### src/rtl/fetch_queue_if.sv
// fetch_queue_if: instruction-memory request/response and decode handshake bundle
interface fetch_queue_if #(
  parameter int DEPTH = 4
);
  localparam int CW = $clog2(DEPTH) + 1;
  logic          imem_req;
  logic [31:0]   imem_addr;
  logic          imem_gnt;
  logic          imem_rvalid;
  logic [31:0]   imem_rdata;
  logic          ins_valid;
  logic [31:0]   ins;
  logic [31:0]   PCp4;
  logic          ins_ready;
  logic [CW-1:0] count;
  modport master (
    output imem_req, imem_addr, ins_valid, ins, PCp4, count,
    input  imem_gnt, imem_rvalid, imem_rdata, ins_ready
  );
  modport slave (
    input  imem_req, imem_addr, ins_valid, ins, PCp4, count,
    output imem_gnt, imem_rvalid, imem_rdata, ins_ready
  );
endinterface

### src/rtl/fetch_queue.sv
// fetch_queue: owns the PC, fetches words from instruction memory and queues them for decode
module fetch_queue #(
  parameter int          DEPTH    = 4,
  parameter logic [31:0] RESET_PC = 32'd128
) (
  input  logic          clk,
  input  logic          rst_n,
  input  logic          INT,
  input  logic [31:0]   entryPoint,
  input  logic          redirect,
  input  logic [31:0]   redirect_pc,
  fetch_queue_if.master bus
);
  localparam int AW = $clog2(DEPTH);
  localparam int CW = AW + 1;
  logic [31:0]   pc_q, pc_d, req_pc_q, req_pc_d;
  logic          inflight_q, inflight_d, drop_q, drop_d;
  logic [AW-1:0] wptr_q, wptr_d, rptr_q, rptr_d;
  logic [CW-1:0] count_q, count_d;
  logic [CW:0]   occ;
  logic [31:0]   ins_q  [DEPTH];
  logic [31:0]   pcp4_q [DEPTH];
  logic          flush, accept, resp, push, pop;
  assign flush         = INT | redirect;
  assign occ           = {1'b0, count_q} + {{CW{1'b0}}, inflight_q};
  assign bus.imem_req  = rst_n & ~flush & (occ < (CW+1)'(DEPTH));
  assign bus.imem_addr = pc_q;
  assign bus.ins_valid = count_q != '0;
  assign bus.ins       = ins_q[rptr_q];
  assign bus.PCp4      = pcp4_q[rptr_q];
  assign bus.count     = count_q;
  assign accept        = bus.imem_req & bus.imem_gnt;
  assign resp          = bus.imem_rvalid & inflight_q;
  assign push          = resp & ~drop_q & ~flush;
  assign pop           = bus.ins_valid & bus.ins_ready & ~flush;
  // next PC, outstanding-fetch tracking and FIFO bookkeeping; INT beats redirect, both flush
  always_comb begin
    pc_d       = INT ? {entryPoint[31:2], 2'b00} :
                 redirect ? {redirect_pc[31:2], 2'b00} :
                 accept ? pc_q + 32'd4 : pc_q;
    req_pc_d   = accept ? pc_q : req_pc_q;
    inflight_d = accept | (inflight_q & ~bus.imem_rvalid);
    drop_d     = flush ? inflight_d : (resp ? 1'b0 : drop_q);
    wptr_d     = flush ? '0 : wptr_q + AW'(push);
    rptr_d     = flush ? '0 : rptr_q + AW'(pop);
    count_d    = flush ? '0 : count_q + CW'(push) - CW'(pop);
  end
  // control state registers
  always_ff @(posedge clk or negedge rst_n) begin
    if (!rst_n) begin
      pc_q       <= RESET_PC;
      req_pc_q   <= '0;
      inflight_q <= 1'b0;
      drop_q     <= 1'b0;
      wptr_q     <= '0;
      rptr_q     <= '0;
      count_q    <= '0;
    end else begin
      pc_q       <= pc_d;
      req_pc_q   <= req_pc_d;
      inflight_q <= inflight_d;
      drop_q     <= drop_d;
      wptr_q     <= wptr_d;
      rptr_q     <= rptr_d;
      count_q    <= count_d;
    end
  end
  // FIFO storage: returned word plus the address of the following instruction
  always_ff @(posedge clk or negedge rst_n) begin
    if (!rst_n) begin
      for (int i = 0; i < DEPTH; i++) begin
        ins_q[i]  <= '0;
        pcp4_q[i] <= '0;
      end
    end else if (push) begin
      ins_q[wptr_q]  <= bus.imem_rdata;
      pcp4_q[wptr_q] <= req_pc_q + 32'd4;
    end
  end
endmodule

### src/flat_wrapper.sv
// flat-port wrapper written by rule: the top's interface ports become plain ports
module fetch_queue_flat 
#(
  parameter int          DEPTH    = 4,
  parameter logic [31:0] RESET_PC = 32'd128
)
  (clk, rst_n, INT, entryPoint, redirect, redirect_pc, bus_imem_req, bus_imem_addr, bus_ins_valid, bus_ins, bus_PCp4, bus_count, bus_imem_gnt, bus_imem_rvalid, bus_imem_rdata, bus_ins_ready);
  fetch_queue_if #(.DEPTH(DEPTH)) bus_i ();
  input  logic clk;
  input  logic rst_n;
  input  logic INT;
  input  logic [31:0] entryPoint;
  input  logic redirect;
  input  logic [31:0] redirect_pc;
  output wire logic [$bits(bus_i.imem_req)-1:0] bus_imem_req;
  output wire logic [$bits(bus_i.imem_addr)-1:0] bus_imem_addr;
  output wire logic [$bits(bus_i.ins_valid)-1:0] bus_ins_valid;
  output wire logic [$bits(bus_i.ins)-1:0] bus_ins;
  output wire logic [$bits(bus_i.PCp4)-1:0] bus_PCp4;
  output wire logic [$bits(bus_i.count)-1:0] bus_count;
  input wire logic [$bits(bus_i.imem_gnt)-1:0] bus_imem_gnt;
  input wire logic [$bits(bus_i.imem_rvalid)-1:0] bus_imem_rvalid;
  input wire logic [$bits(bus_i.imem_rdata)-1:0] bus_imem_rdata;
  input wire logic [$bits(bus_i.ins_ready)-1:0] bus_ins_ready;
  assign bus_imem_req = bus_i.imem_req;
  assign bus_imem_addr = bus_i.imem_addr;
  assign bus_ins_valid = bus_i.ins_valid;
  assign bus_ins = bus_i.ins;
  assign bus_PCp4 = bus_i.PCp4;
  assign bus_count = bus_i.count;
  assign bus_i.imem_gnt = bus_imem_gnt;
  assign bus_i.imem_rvalid = bus_imem_rvalid;
  assign bus_i.imem_rdata = bus_imem_rdata;
  assign bus_i.ins_ready = bus_ins_ready;
  fetch_queue #(.DEPTH(DEPTH), .RESET_PC(RESET_PC)) u_core (.clk(clk), .rst_n(rst_n), .INT(INT), .entryPoint(entryPoint), .redirect(redirect), .redirect_pc(redirect_pc), .bus(bus_i));
endmodule
### config.mk
export PLATFORM = sky130hd
export DESIGN_NAME = fetch_queue_flat
export DESIGN_NICKNAME = d
export VERILOG_FILES = /design/src/rtl/fetch_queue_if.sv /design/src/rtl/fetch_queue.sv /design/src/flat_wrapper.sv
export SDC_FILE = /design/constraint.sdc
export NUM_CORES = 1
export LEC_CHECK = 0
export CORE_MARGIN = 5
export CORE_UTILIZATION = 31
export CTS_BUF_LIST = sky130_fd_sc_hd__clkbuf_4
export DETAILED_ROUTE_END_ITERATION = 10
export GPL_TIMING_DRIVEN = 1
export HOLD_SLACK_MARGIN = 0.1
export SYNTH_ARGS = -nofsm -noshare
export SYNTH_HDL_FRONTEND = slang
export SYNTH_SLANG_ARGS = --single-unit
### constraint.sdc
create_clock -name clk -period 2.5 [get_ports clk]
set_clock_uncertainty 0.15 [all_clocks]
set_input_delay 0.5 -clock clk [delete_from_list [all_inputs] [get_ports clk]]
set_output_delay 0.5 -clock clk [all_outputs]
set_load 0.02 [all_outputs]
# Yosys cells after proc, flatten, opt, wreduce, memory -nomap -nowiden
# Cells that the tools add are included.
totals:
  regBits: 329
  word_cells: 64
  out_inout_bits: 101
  inputBits: 103
classes:
  n_reduce_logical: 4
  magnitude_cmp: 4
  bitwise: 16
  addsub: 7
  n_mux: 18
ops:
  columns: ["operator", "n"]
  rows:
  - ["$bwmux W128", 2]
  - ["$mux W32", 8]
  - ["$bmux W32 S2", 2]
  - ["$add A32 B3 Y32 const B", 2]
  - ["$demux W32 S2", 1]
  - ["$and A1 B1 Y1", 9]
  - ["$ge A3 B3 Y1 const B", 2]
  - ["$not A2 Y3", 2]
  - ["$reduce_bool A3 Y1", 2]
  - ["$add A2 B1 Y2", 2]
  - ["$add A3 B1 Y4", 1]
  - ["$lt A4 B3 Y1 const B", 1]
  - ["$mux W2", 2]
  - ["$add A3 B1 Y3", 1]
  - ["$lt A3 B1 Y1 const B", 1]
  - ["$mux W3", 1]
  - ["$not A1 Y1", 3]
  - ["$sub A3 B1 Y3", 1]
  - ["$mux W1", 2]
  - ["$or A1 B1 Y1", 2]
  - ["$reduce_bool A2 Y1", 1]
  - ["$logic_and A1 B1 Y1", 1]

# Depth between registers and ports, before layout
# Gate-level depths: netlist of run 1.
depth:
  ltp_word: 8
  depth_mapped: 10
  depth_no_buf: 9

# Worst setup path after synthesis of run 1
# Ideal clock, no wire load.
synth_path:
  path_type: "reg2reg"
  startpoint: "register u_core.count_q[1], in the netlist u_core.bus.count[1]"
  endpoint: "register u_core.count_q[2], in the netlist u_core.bus.count[2]"
  required_time_ns: 2.225
  setup_time_ns: 0.125
  path_buffers: 0
  path_stages_with_launch: 10
  t_arrival_ns: 2.215
  path_slack_ns: 0.010
  synth_period_minus_slack_ns: 2.490
  cell_sequence: "dfrtp_1 > or3_1 > and3_1 > ha_1 > inv_1 > ha_1 > inv_1 > fa_1 > xnor2_1 > nor2_1"
synth_via:
  elab_chain_cells: 5
  elab_cells_between_ends: 6
  classes_between: "add/sub: 2; mux: 1; bitwise: 2; reduce/logical: 1"
synth_rtl:
  columns: ["item", "line", "text"]
  rows:
  - ["start: declaration", "fetch_queue.sv:19", "logic [CW-1:0] count_q, count_d;"]
  - ["start signal: assignment", "fetch_queue.sv:65", "count_q <= count_d;"]
  - ["$reduce_bool A3 Y1", "fetch_queue.sv:28", "assign bus.ins_valid = count_q != '0;"]
  - ["net bus_ins_valid", "flat_wrapper.sv:17", "output wire logic [$bits(bus_i.ins_valid)-1:0] bus_ins_valid;"]
  - ["$and A1 B1 Y1 (2 in a row)", "fetch_queue.sv:35", "assign pop = bus.ins_valid & bus.ins_ready & ~flush;"]
  - ["$sub A3 B1 Y3", "fetch_queue.sv:46", "count_d = flush ? '0 : count_q + CW'(push) - CW'(pop);"]
  - ["$mux W3", "fetch_queue.sv:46", null]
  - ["net u_core.count_d[2]", "fetch_queue.sv:19", null]
# The timed path passes the listed nets, and every way through them passes these cells.
# A chain may end at the register's enable or synchronous reset.

# Final worst setup path of run 1
layout_path:
  startpoint: "register u_core.rptr_q[0]"
  endpoint: "output port bus_ins[20]"
layout_via:
  elab_chain_cells: 4
layout_rtl:
  columns: ["item", "line", "text"]
  rows:
  - ["start: declaration", "fetch_queue.sv:18", "logic [AW-1:0] wptr_q, wptr_d, rptr_q, rptr_d;"]
  - ["start signal: assignment", "fetch_queue.sv:64", "rptr_q <= rptr_d;"]
  - ["$not A2 Y3 (implied by the code)", "fetch_queue.sv:29", "assign bus.ins = ins_q[rptr_q];"]
  - ["$bmux W32 S2", "fetch_queue.sv:29", null]
  - ["$mux W32 (implied by the code) (2 in a row)", "fetch_queue.sv:29", null]
  - ["end: declaration", "flat_wrapper.sv:18", "output wire logic [$bits(bus_i.ins)-1:0] bus_ins;"]
# Every way passes these cells. The select of a mux whose other input is x is not followed.

==> results of run 1 <==
sequential cells by signal (all words and copies together), names as in the netlist:
register,count
u_core.bus.imem_addr,30
u_core.ins_q,128
u_core.req_pc_q,30
u_core.inflight_q,1
u_core.bus.count,3
u_core.wptr_q,2
u_core.drop_q,1
u_core.rptr_q,2
u_core.pcp4_q,120
cells by family (layout without fill, tap and decap cells):
kind of cell / after synthesis / in the layout
other: 1 / 5
DFF: 317 / 317
xor gates and xnor gates: 45 / 45
buffers and inverters: 93 / 476
AOI/OAI and AO/OA: 200 / 200
muxes: 244 / 244
adders and majority gates: 8 / 8
and+or+nand+nor: 281 / 281
power by group:
part           internal, mW  leakage (nW)  switching, mW
registers              5.53          4.27          0.334
clock network          2.47         0.644           2.13
logic                  1.24          3.99           1.34
total                  9.24          8.90           3.80
through the flow:
step                total power, mW  hold WS [ns]  TNS (ns)  utilization [%]  instances
global placement               8.49         0.181    -85.35             38.3       2026
detailed placement             8.55         0.177    -84.19             38.3       2026
floorplan                      7.20        0.0544         0                -       1192
global route                   13.8         0.163    -30.42             41.3       2191
CTS                            13.3         0.114    -32.24             41.3       2188
finish                         13.0         0.208    -22.19             41.3       2191
worst register-to-register path, delay by kind of cell (launching register included):
family                     cells  cell delay (ns)
adders and majority gates      3             0.75
and+or+nand+nor                3             0.64
DFF                            1             0.40
buffers and inverters          3             0.23
xor gates and xnor gates       1             0.16
synthesized netlist by cell type, types with 4 or more instances:
cell | instances | area share [%]
nand4_1 | 17 | 0.72
nor2_1 | 51 | 1.3
or3_1 | 5 | 0.21
xnor2_1 | 21 | 1.2
nand3_1 | 32 | 1.1
nand2_1 | 116 | 2.9
o21a_1 | 4 | 0.20
ha_1 | 7 | 0.59
buf_2 | 10 | 0.34
inv_1 | 13 | 0.33
clkbuf_1 | 47 | 1.2
a31oi_1 | 9 | 0.38
nor4_1 | 8 | 0.34
dfrtp_1 | 316 | 53
a21oi_1 | 45 | 1.5
and3_1 | 14 | 0.59
and2_1 | 9 | 0.38
xor2_1 | 24 | 1.4
mux4_2 | 62 | 9.4
buf_4 | 5 | 0.25
o22ai_1 | 4 | 0.17
mux2i_1 | 5 | 0.34
o21ai_0 | 97 | 3.3
mux2_2 | 177 | 13
o211ai_1 | 6 | 0.30
nor3_1 | 10 | 0.34
nand3b_1 | 5 | 0.25
a22oi_1 | 11 | 0.56
buf_1 | 14 | 0.35
area by class of cell:
cell class                 instances  area (um2)  share of cell area [%]
tap                              615         769                    3.92
antenna                            1        2.50                  0.0128
sequential                       317        7940                    40.5
timing repair buffer             316        3210                    16.4
inverter                          14        52.6                   0.268
multi-input combinational        782        6550                    33.4
clock inverter                    15        96.3                   0.491
clock buffer                     131         983                    5.02
per-layer routing:
metal	vias to the layer above	track usage, %	wire [um]
met5	-	0	0
met4	0	5.26	1030
met3	83	4.47	2610
met2	335	25.6	19400
met1	5502	20.6	18100
li1	5046	-	-
what timing repair did:
| action | in CTS | in global routing |
|---|---|---|
| gates resized for setup | 406 | 10 |
| setup endpoints to repair | 98 | 69 |
| gates cloned | 6 | 0 |
| setup buffers | 7 | 4 |
| hold buffers | 3 | 0 |
| hold endpoints to repair | 239 | 0 |
| pin swaps | 2 | 7 |
worst min path at each step:
stage                     depth (start not counted)  slack, ns                                    to
final                                             3       0.21  u_core.bus.imem_addr[17]$_DFFE_PN0P_
after global routing                              3       0.16  u_core.bus.imem_addr[25]$_DFFE_PN0P_
after CTS                                         3       0.11  u_core.bus.imem_addr[25]$_DFFE_PN0P_
after detailed placement                          1       0.18  u_core.bus.imem_addr[18]$_DFFE_PN0P_
after global placement                            1       0.18  u_core.bus.imem_addr[27]$_DFFE_PN0P_
after floorplan                                   0       0.05         u_core.bus.count[0]$_DFF_PN0_
==> results.md, run 1 <==
- Status: finished, violations left
- Failing checks: setup timing
- Clk_lat worst skew: 0.74 ns
- Ys Warns: 0
- Worst Path Arrival: between 2 and 2.5 ns
- Worst setup startpoint: u_core.rptr_q[0]$_DFF_PN0_
- RR Endpoint: u_core.bus.count[2]$_DFF_PN0_
- FF-to-FF path depth: 10
- Final #Nets: between 1500 and 2000
- Port buffer count: 195
- Cell Chain, Critical Path: buf_12 -> buf_12 -> buf_16 -> mux4_2 -> buf_6
- Critical Path Start Type: flip-flop
- CTS Buffer Depth: 3
- Post-synthesis mux area share: 23.2%
- Synth Area in Adders: less than 1%
- Routability cong.: about 0.88
- Initial antenna violation count: 2
- WL per Instance: 18.8 um
- Final worst setup slack: -0.438 ns
- Post-Route WL: 41200 um
- Main combinational cell family by area after synthesis: multiplexers
- Commonest non-fill, non-tap cells in the layout: dfrtp_1 (313), mux2_2 (177), clkbuf_4 (131), nand2_1 (115)
- # DRC: 0
- Vias in the first global route: about 12000
- Die Width: approximately 230 um
- Synth cell types: 61
- Syn-to-layout area delta: 32.4%
- Leakage power: just under 9 nW
- Min-delay src: entryPoint[17]
- Endpoints failing hold: 0
- FF-to-FF Start: u_core.bus.count[2]$_DFF_PN0_
- Period utilization: 118%
- CP top delay family: buffers and inverters
- Register area share after synthesis: between 50% and 60%
- Design Area, Final: 19600 um2
- WS Path Type: flip-flop to output pin
- Layout fillers: approximately 4500
- GRT Util Overall: around 16%
- Number of routed nets with antenna violations: 0
- Asr flop ratio synth: 100%
- # IOs: a little over 200
- Synthesized flop and latch total: 317
- Highest clock rate: roughly 0.34 GHz
- DRT Pass-1 Iters: 5
- Fin. max-slew vios: 0
- Vias/cell: 5.01
- Iteration-0 DRC Markers: 549
- CP required: ~1.9 ns
- Remaining Overflow, GRT: 0
- Post-Syn Area: between 10000 and 15000 um2
- Total clock sinks: 317
- Peak supply drop: roughly 220 uV
- Setup crit end: bus_ins[20]
- Gate count after technology mapping: between 1000 and 1500
- Clk root buf: clkbuf_4
- Pwr dens: about 670 nW/um2
- Fin crit period: approximately 2.9 ns
- Share of layout cells above drive strength 1: roughly 38%
- Die H: 229 um
- Xor/xnor cell area share of the yosys netlist: under 10%
- Area after DPL: about 18000 um2
- Row Count: 80
- Initial Util: a little under a third
- Measured slew at the worst slew-check pin: between 0.7 and 0.8 ns
- Crit path buf inv count: 4
- Commonest non-fill, non-tap cell in the layout: dfrtp_1
- Maximum fanout along the worst path: 6
- Setup violations, final: 64
- HPWL Detailed: between 20000 and 30000 um
- Via Count: around 11000
- TritonCTS Buffers: 87
- Core box area: 47400 um2
- Die ar.: approximately 52000 um2
- RSZ-0062 raised after global routing: true
- Worst path depth: 5
- # H-tree levels: 3
- Setup WS pre-CTS: -0.480 ns
- Most used cell, CP: buf_12
- CP max-delay cell: dfrtp_4
- First-pass GRT wire length: 66600 um
- Simple logic cell fraction of the synthesized area: 9.09%
- Hold WC Path Type: input port to flip-flop
- Reg-to-reg slack, setup: ~0.080 ns
- Clock Pin Slew Worst Setup and Hold Paths: 0.07 ns
- CTS tree: done
- Crit path capture type: output pin
- Largest net degree at the start of global routing: roughly 140
- Headroom to the max-slew limit: 50.2%
- Largest stage delay on the critical path: around 0.51 ns
- Synth Flop Type: dfrtp_1
- Syn avg cell area: around 12 um2
- Max-Cap Viols: 0
- EDFF count, synth: 0
- Compound-Gate Fraction of Synth Area: just under 8%
Power figures use the tool's default switching activity.
==> run 2: changes to the inputs <==
CAP_MARGIN = 5   (was default)
CORE_UTILIZATION = 45   (was 31)
PLACE_DENSITY = 0.68   (was default)
==> run 2 against run 1 <==
  * Count of clock-buffer cells in the layout shrank 11
  * The run still ends with setup timing left
  * Non-clock buffer count fell by 2
  * Die area shrank 30%
  * Via count is 0.30% lower
  * Critical endpoint is now bus_PCp4[31]
==> results.md, run 2 (synthesized netlist as in run 1, its figures left out) <==
- Maximum fanout along the worst path: 7
- Hold WC Path Type: input port to flip-flop
- Iteration-0 DRC Markers: around 640
- Headroom to the max-slew limit: a little under a third
- Max FFs per register: about 130
- Worst Path Arrival: around 2.2 ns
- Most used cell, CP: buf_12
- Clk root buf: clkbuf_4
- Highest clock rate: around 0.35 GHz
- Initial antenna violation count: 1
- Placed cells: roughly 1900
- # H-tree levels: 3
- Leakage power: slightly below 9 nW
- Measured slew at the worst slew-check pin: about 1.0 ns
- Pwr Total: approximately 13 mW
- Setup WS pre-CTS: -0.337 ns
- Via Count: around 11000
- Highest metal used: met4
- Clock Pin Slew Worst Setup and Hold Paths: 0.06 ns
- Crit path capture type: output pin
- Initial Util: between 40 and 50%
- First-pass GRT wire length: 61800 um
- Largest Register: u_core.ins_q
- HPWL Detailed: 26200 um
- RR Endpoint: u_core.bus.count[2]$_DFF_PN0_
- Port buffer count: about 200
- Final worst setup slack: -0.322 ns
- Number of routed nets with antenna violations: 0
- Cell Chain, Critical Path: buf_12 -> buf_12 -> mux4_2 -> buf_6
- Final cell count without fillers: 2012
- CP max-delay cell: mux4_2
- CTS Buffer Depth: 3
- Setup violations, final: between 60 and 70
- Critical Path Start Type: flip-flop
- Worst hold endpoint: u_core.bus.imem_addr[22]$_DFFE_PN0P_
- WL per Instance: ~19 um
- Clk_lat worst skew: about 0.7 ns
- Top flop regs: u_core.ins_q: 128 flops, u_core.pcp4_q: 120 flops
- Detail Route met3 WL: roughly 2800 um
- Endpoints failing hold: 0
- M1 WL: about 17000 um
- Max-Cap Viols: 0
- Min-delay src: entryPoint[22]
- CP required: approximately 1.9 ns
- Met2 WL: ~18000 um
- CP top delay family: multiplexers
- Failing checks: setup timing
- # IOs: 204
- Post-Route WL: about 38000 um
- Die H: roughly 190 um
- Hold depth: 3
- Pwr dens: roughly 660 nW/um2
- Syn-to-layout area delta: 30.1%
- Vias/cell: ~5.4
- DRT Pass-1 Iters: 5
- Commonest non-fill, non-tap cells in the layout: dfrtp_1 (312), mux2_2 (177), clkbuf_4 (120), nand2_1 (116), clkdlybuf4s50_1 (99)
- TritonCTS Buffers: 85
- Routability cong.: 0.904
- Share of layout cells above drive strength 1: between 30% and 40%
- WS Path Type: flip-flop to output pin
- Largest stage delay on the critical path: roughly 0.55 ns
- Peak supply drop: between 300 and 400 uV
- Crit path buf inv count: 3
- Worst setup startpoint: u_core.rptr_q[0]$_DFF_PN0_
- Period utilization: 113%
- Fin. max-slew vios: 0
- Remaining Overflow, GRT: 0
- Vias in the first global route: between 10000 and 15000
- Status: finished, violations left
- Commonest non-fill, non-tap cell in the layout: dfrtp_1
- Row Count: 66
- RSZ-0062 raised after global routing: true
- FF-to-FF Start: u_core.bus.count[1]$_DFF_PN0_
- Layout fillers: 2753
- # DRC: 0
- FF-to-FF path depth: 10
- Fin Setup TNS: -17.56 ns
- Die ar.: between 30000 and 40000 um2
- Fin crit period: 2.82 ns
- Core box area: between 30000 and 40000 um2
- Die Width: between 150 and 200 um
- Reg-to-reg slack, setup: approximately 0.090 ns
- Final #Nets: 1625
- Total clock sinks: about 320
- GRT Util Overall: a little over a fifth
- Largest net degree at the start of global routing: 180
- CTS tree: done
[run 2: layer usage]
metal	up-vias	GRT usage, %
met5	-	0
met4	0	6.22
met1	5446	28.6
met3	59	5.73
li1	5048	-
met2	380	33.8
[run 2: per-stage QoR]
step	util (%)	instance area, um2	hold WS, ns
after global routing	59.2	19300	0.182
after CTS	58.7	19100	0.163
after floorplan	-	14800	0.0544
after detailed placement	55.3	18000	0.315
final	59.2	19300	0.230
after global placement	55.3	18000	0.305
[run 2: repair_timing]
item / in CTS / in global routing
endpoints found under the setup margin: 94 / 69
endpoints found under the hold margin: 316 / 0
setup buffers: 11 / 4
cloned: 3 / 1
resized for setup: 369 / 45
pin swaps: 0 / 3
hold buffers: 1 / 0
[run 2: how the worst max path moves through the flow]
stage / to / slack, ns / cells past startpoint
2_1_floorplan: u_core.bus.count[2]$_DFF_PN0_ / 0.01 / 9
3_3_place_gp: u_core.pcp4_q[104]$_DFFE_PN0P_ / -0.32 / 8
3_5_place_dp: u_core.pcp4_q[106]$_DFFE_PN0P_ / -0.34 / 7
4_1_cts: bus_ins[5] / -0.44 / 5
5_1_grt: bus_PCp4[31] / -0.40 / 4
6_report: bus_PCp4[31] / -0.32 / 4
[run 2: cell type report]
class                   instances  area, um2  area share (%)
flip-flops and latches        317       7940            41.2
multi-input cells             782       6560            34.1
repair buffers                314       3160            16.4
clock buffers                 120        901            4.68
well taps                     442        553            2.87
clock inverters                22       95.1           0.494
inverters                      14       52.6           0.273
diodes                          1       2.50          0.0130
[run 2: worst min-delay path: cells and delay by family]
family | cells | cell delay [ns]
AO/OA/AOI/OAI | 1 | 0.06
buffers and inverters | 1 | 0.39
AND/OR/NAND/NOR | 1 | 0.07
[run 2: power by group]
part / total, mW / internal (mW) / switching, mW
combinational: 2.49 / 1.20 / 1.29
clock: 4.27 / 2.20 / 2.08
sequential: 5.88 / 5.53 / 0.346
total: 12.6 / 8.93 / 3.71
==> run 3: changes to the inputs <==
CORE_ASPECT_RATIO = 1.5   (was default)
CORE_UTILIZATION = 57   (was 45)
PLACE_DENSITY = 0.83   (was 0.68)
==> run 3 against run 2 <==
  * Worst setup slack got worse by 0.060 ns
  * Hold slack improved by 0.012 ns
  * Clock power decreased by 9.8%
  * Count of clock-buffer cells in the layout decreased by 13
  * Sequential cell count did not move
  * Via count grew 0.45%
  * Fmax shrank 2.1%
  * The run still ends with setup timing left
  * Non-clock buffer count fell by 17
  * Highest routed layer unchanged
  * Final area down 2.4%
  * Critical path depth up 1
  * Critical endpoint is now bus_ins[13]
==> results.md, run 3 (synthesized netlist as in run 1, its figures left out) <==
- CP required: between 1.5 and 2 ns
- RSZ-0062 raised after global routing: true
- Largest Register: u_core.ins_q
- Top flop regs: u_core.ins_q: 128 flops, u_core.pcp4_q: 120 flops
- Clock Pin Slew Worst Setup and Hold Paths: about 0.07 ns
- Max FFs per register: 128
- Cell Chain, Critical Path: buf_12 -> buf_16 -> buf_6 -> mux4_2 -> buf_6
- Setup violations, final: 63
- Final worst setup slack: -0.382 ns
- Largest net degree at the start of global routing: 187
- Leakage power: a little under 9 nW
- Status: finished, violations left
- Min-delay src: entryPoint[17]
- Port buffer count: just under 200
- Worst hold endpoint: u_core.bus.imem_addr[17]$_DFFE_PN0P_
- Die Width: between 100 and 150 um
- First-pass GRT wire length: 59900 um
- Clk root buf: clkbuf_4
- Failing checks: setup timing
- Die ar.: roughly 30000 um2
- Clk_lat worst skew: about 0.67 ns
- Syn-to-layout area delta: 27.0%
- Remaining Overflow, GRT: 0
- Core box area: between 20000 and 30000 um2
- CTS tree: done
- Highest clock rate: around 0.35 GHz
- Layout fillers: between 1500 and 2000
- Pwr dens: between 600 and 700 nW/um2
- RR Endpoint: u_core.bus.count[2]$_DFF_PN0_
- Final #Nets: around 1600
- Fin crit period: around 2.9 ns
- Flop pwr share: between 40 and 50%
- Hold WC Path Type: input port to flip-flop
- Psw: ~3.5 mW
- # DRC: 0
- Number of routed nets with antenna violations: 0
- Vias/cell: around 5.9
- TritonCTS Buffers: 74
- Most used cell, CP: buf_6
- Via Count: 11000
- Pwr Total: 12.1 mW
- Initial antenna violation count: 1
- Design Area, Final: 18800 um2
- Post-Route WL: 37300 um
- Maximum fanout along the worst path: 6
- CTS Buffer Depth: 3
- HPWL Detailed: 24400 um
- Worst Path Arrival: 2.23 ns
- Commonest non-fill, non-tap cell in the layout: dfrtp_1
- Headroom to the max-slew limit: a little under two fifths
- Commonest non-fill, non-tap cells in the layout: dfrtp_1 (313), mux2_2 (177), nand2_1 (116), clkbuf_4 (107), clkdlybuf4s50_1 (107)
- Row Count: 72
- WL per Instance: around 20 um
- Reg-to-reg slack, setup: ~0.01 ns
- FF-to-FF path depth: 10
- Peak supply drop: approximately 350 uV
- FF-to-FF Start: u_core.bus.count[1]$_DFF_PN0_
- Hold depth: 3
- Iteration-0 DRC Markers: 652
- Vias in the first global route: around 12000
- GRT Util Overall: 25.2%
- Crit path capture type: output pin
- Measured slew at the worst slew-check pin: approximately 0.95 ns
- Period utilization: 115%
- Combinational share of power: ~20%
- Net Sw Frac: between 20% and 30%
- Clock share of power: 31.7%
- Die H: between 200 and 250 um
- DRT Pass-1 Iters: 5
- # IOs: 204
- Post-layout util: approximately three quarters
- Max-Cap Viols: 0
- Area after DPL: 17700 um2
- Pint: 8.64 mW
- Initial Util: 57.7%
- Share of layout cells above drive strength 1: a little over a third
- CP max-delay cell: dfrtp_4
- CP top delay family: buffers and inverters
- Routability cong.: slightly above 0.9
- Critical Path Start Type: flip-flop
- Total clock sinks: 317
- Largest stage delay on the critical path: 0.55 ns
- WS Path Type: flip-flop to output pin
- # H-tree levels: 3
- Fin. max-slew vios: 0
- Endpoints failing hold: 0
- Crit path buf inv count: 4
-- run 3: changes by cell type in the layout (fill, tap and decap cells not counted), moves of 3 or more --
| cell | before | now |
|---|---|---|
| dlymetal6s2s_1 | 2 | 10 |
| clkbuf_4 | 120 | 107 |
| clkinvlp_4 | 3 | 0 |
| buf_2 | 16 | 28 |
| inv_2 | 5 | 1 |
| dlygate4sd2_1 | 29 | 13 |
| clkdlybuf4s50_1 | 99 | 107 |
| buf_6 | 50 | 44 |
| buf_4 | 88 | 66 |
| clkinv_1 | 15 | 11 |
-- run 3: worst max path at each step --
stage	cells after the start	to	startpoint	slack, ns
global route	5	bus_ins[21]	u_core.rptr_q[0]$_DFF_PN0_	-0.45
detailed placement	7	u_core.pcp4_q[106]$_DFFE_PN0P_	redirect	-0.52
finish	5	bus_ins[13]	u_core.rptr_q[0]$_DFF_PN0_	-0.38
global placement	8	u_core.pcp4_q[108]$_DFFE_PN0P_	redirect	-0.35
CTS	3	bus_PCp4[15]	u_core.rptr_q[0]$_DFF_PN0_	-0.48
floorplan	9	u_core.bus.count[2]$_DFF_PN0_	u_core.bus.count[1]$_DFF_PN0_	0.01
-- run 3: per-layer routing --
metal  wire length, um  global-route usage [%]
met1             14200                    31.1
met2             19600                    43.4
met3              2310                    4.77
met4              1250                    10.5
met5                 0                       0
-- run 3: tightest hold or removal path: stages --
cell and delay (ns):
clkdlybuf4s50_1 0.40, nand2_1 0.06, o31ai_1 0.06
-- run 3: layout make-up --
class | instances | area (um2) | area share, %
well taps | 333 | 417 | 2.22
multi-input cells | 782 | 6530 | 34.7
inverters | 14 | 52.6 | 0.279
clock buffers | 107 | 803 | 4.27
clock inverters | 12 | 46.3 | 0.246
repair buffers | 297 | 3020 | 16.0
diodes | 1 | 2.50 | 0.0133
flip-flops and latches | 317 | 7940 | 42.2
-- run 3: what timing repair did --
action	in CTS	in global routing
hold buffers	2	0
buffers inserted	8	8
resized for setup	301	71
hold endpoints to repair	316	0
cloned	2	1
pin swaps	0	4
setup endpoints to repair	77	87
-- run 3: stage by stage --
| stage | std cells | hold slack [ns] | TNS (ns) | worst slack, ns |
|---|---|---|---|---|
| floorplan | 1192 | 0.0544 | 0 | 0.00979 |
| global placement | 1722 | 0.177 | -53.73 | -0.348 |
| detailed placement | 1722 | 0.176 | -68.54 | -0.515 |
| CTS | 1853 | 0.177 | -21.79 | -0.480 |
| global route | 1863 | 0.229 | -23.25 | -0.449 |
| finish | 1863 | 0.241 | -18.05 | -0.382 |
-- run 3: power groups by stage --
stage	Clock, mW	Combinational (mW)	Sequential [mW]
after floorplan	0	1.25	5.95
after global placement	0	2.43	5.93
after detailed placement	0	2.48	5.97
after CTS	3.97	2.34	5.87
after global routing	4.24	2.62	5.94
final	3.85	2.42	5.88
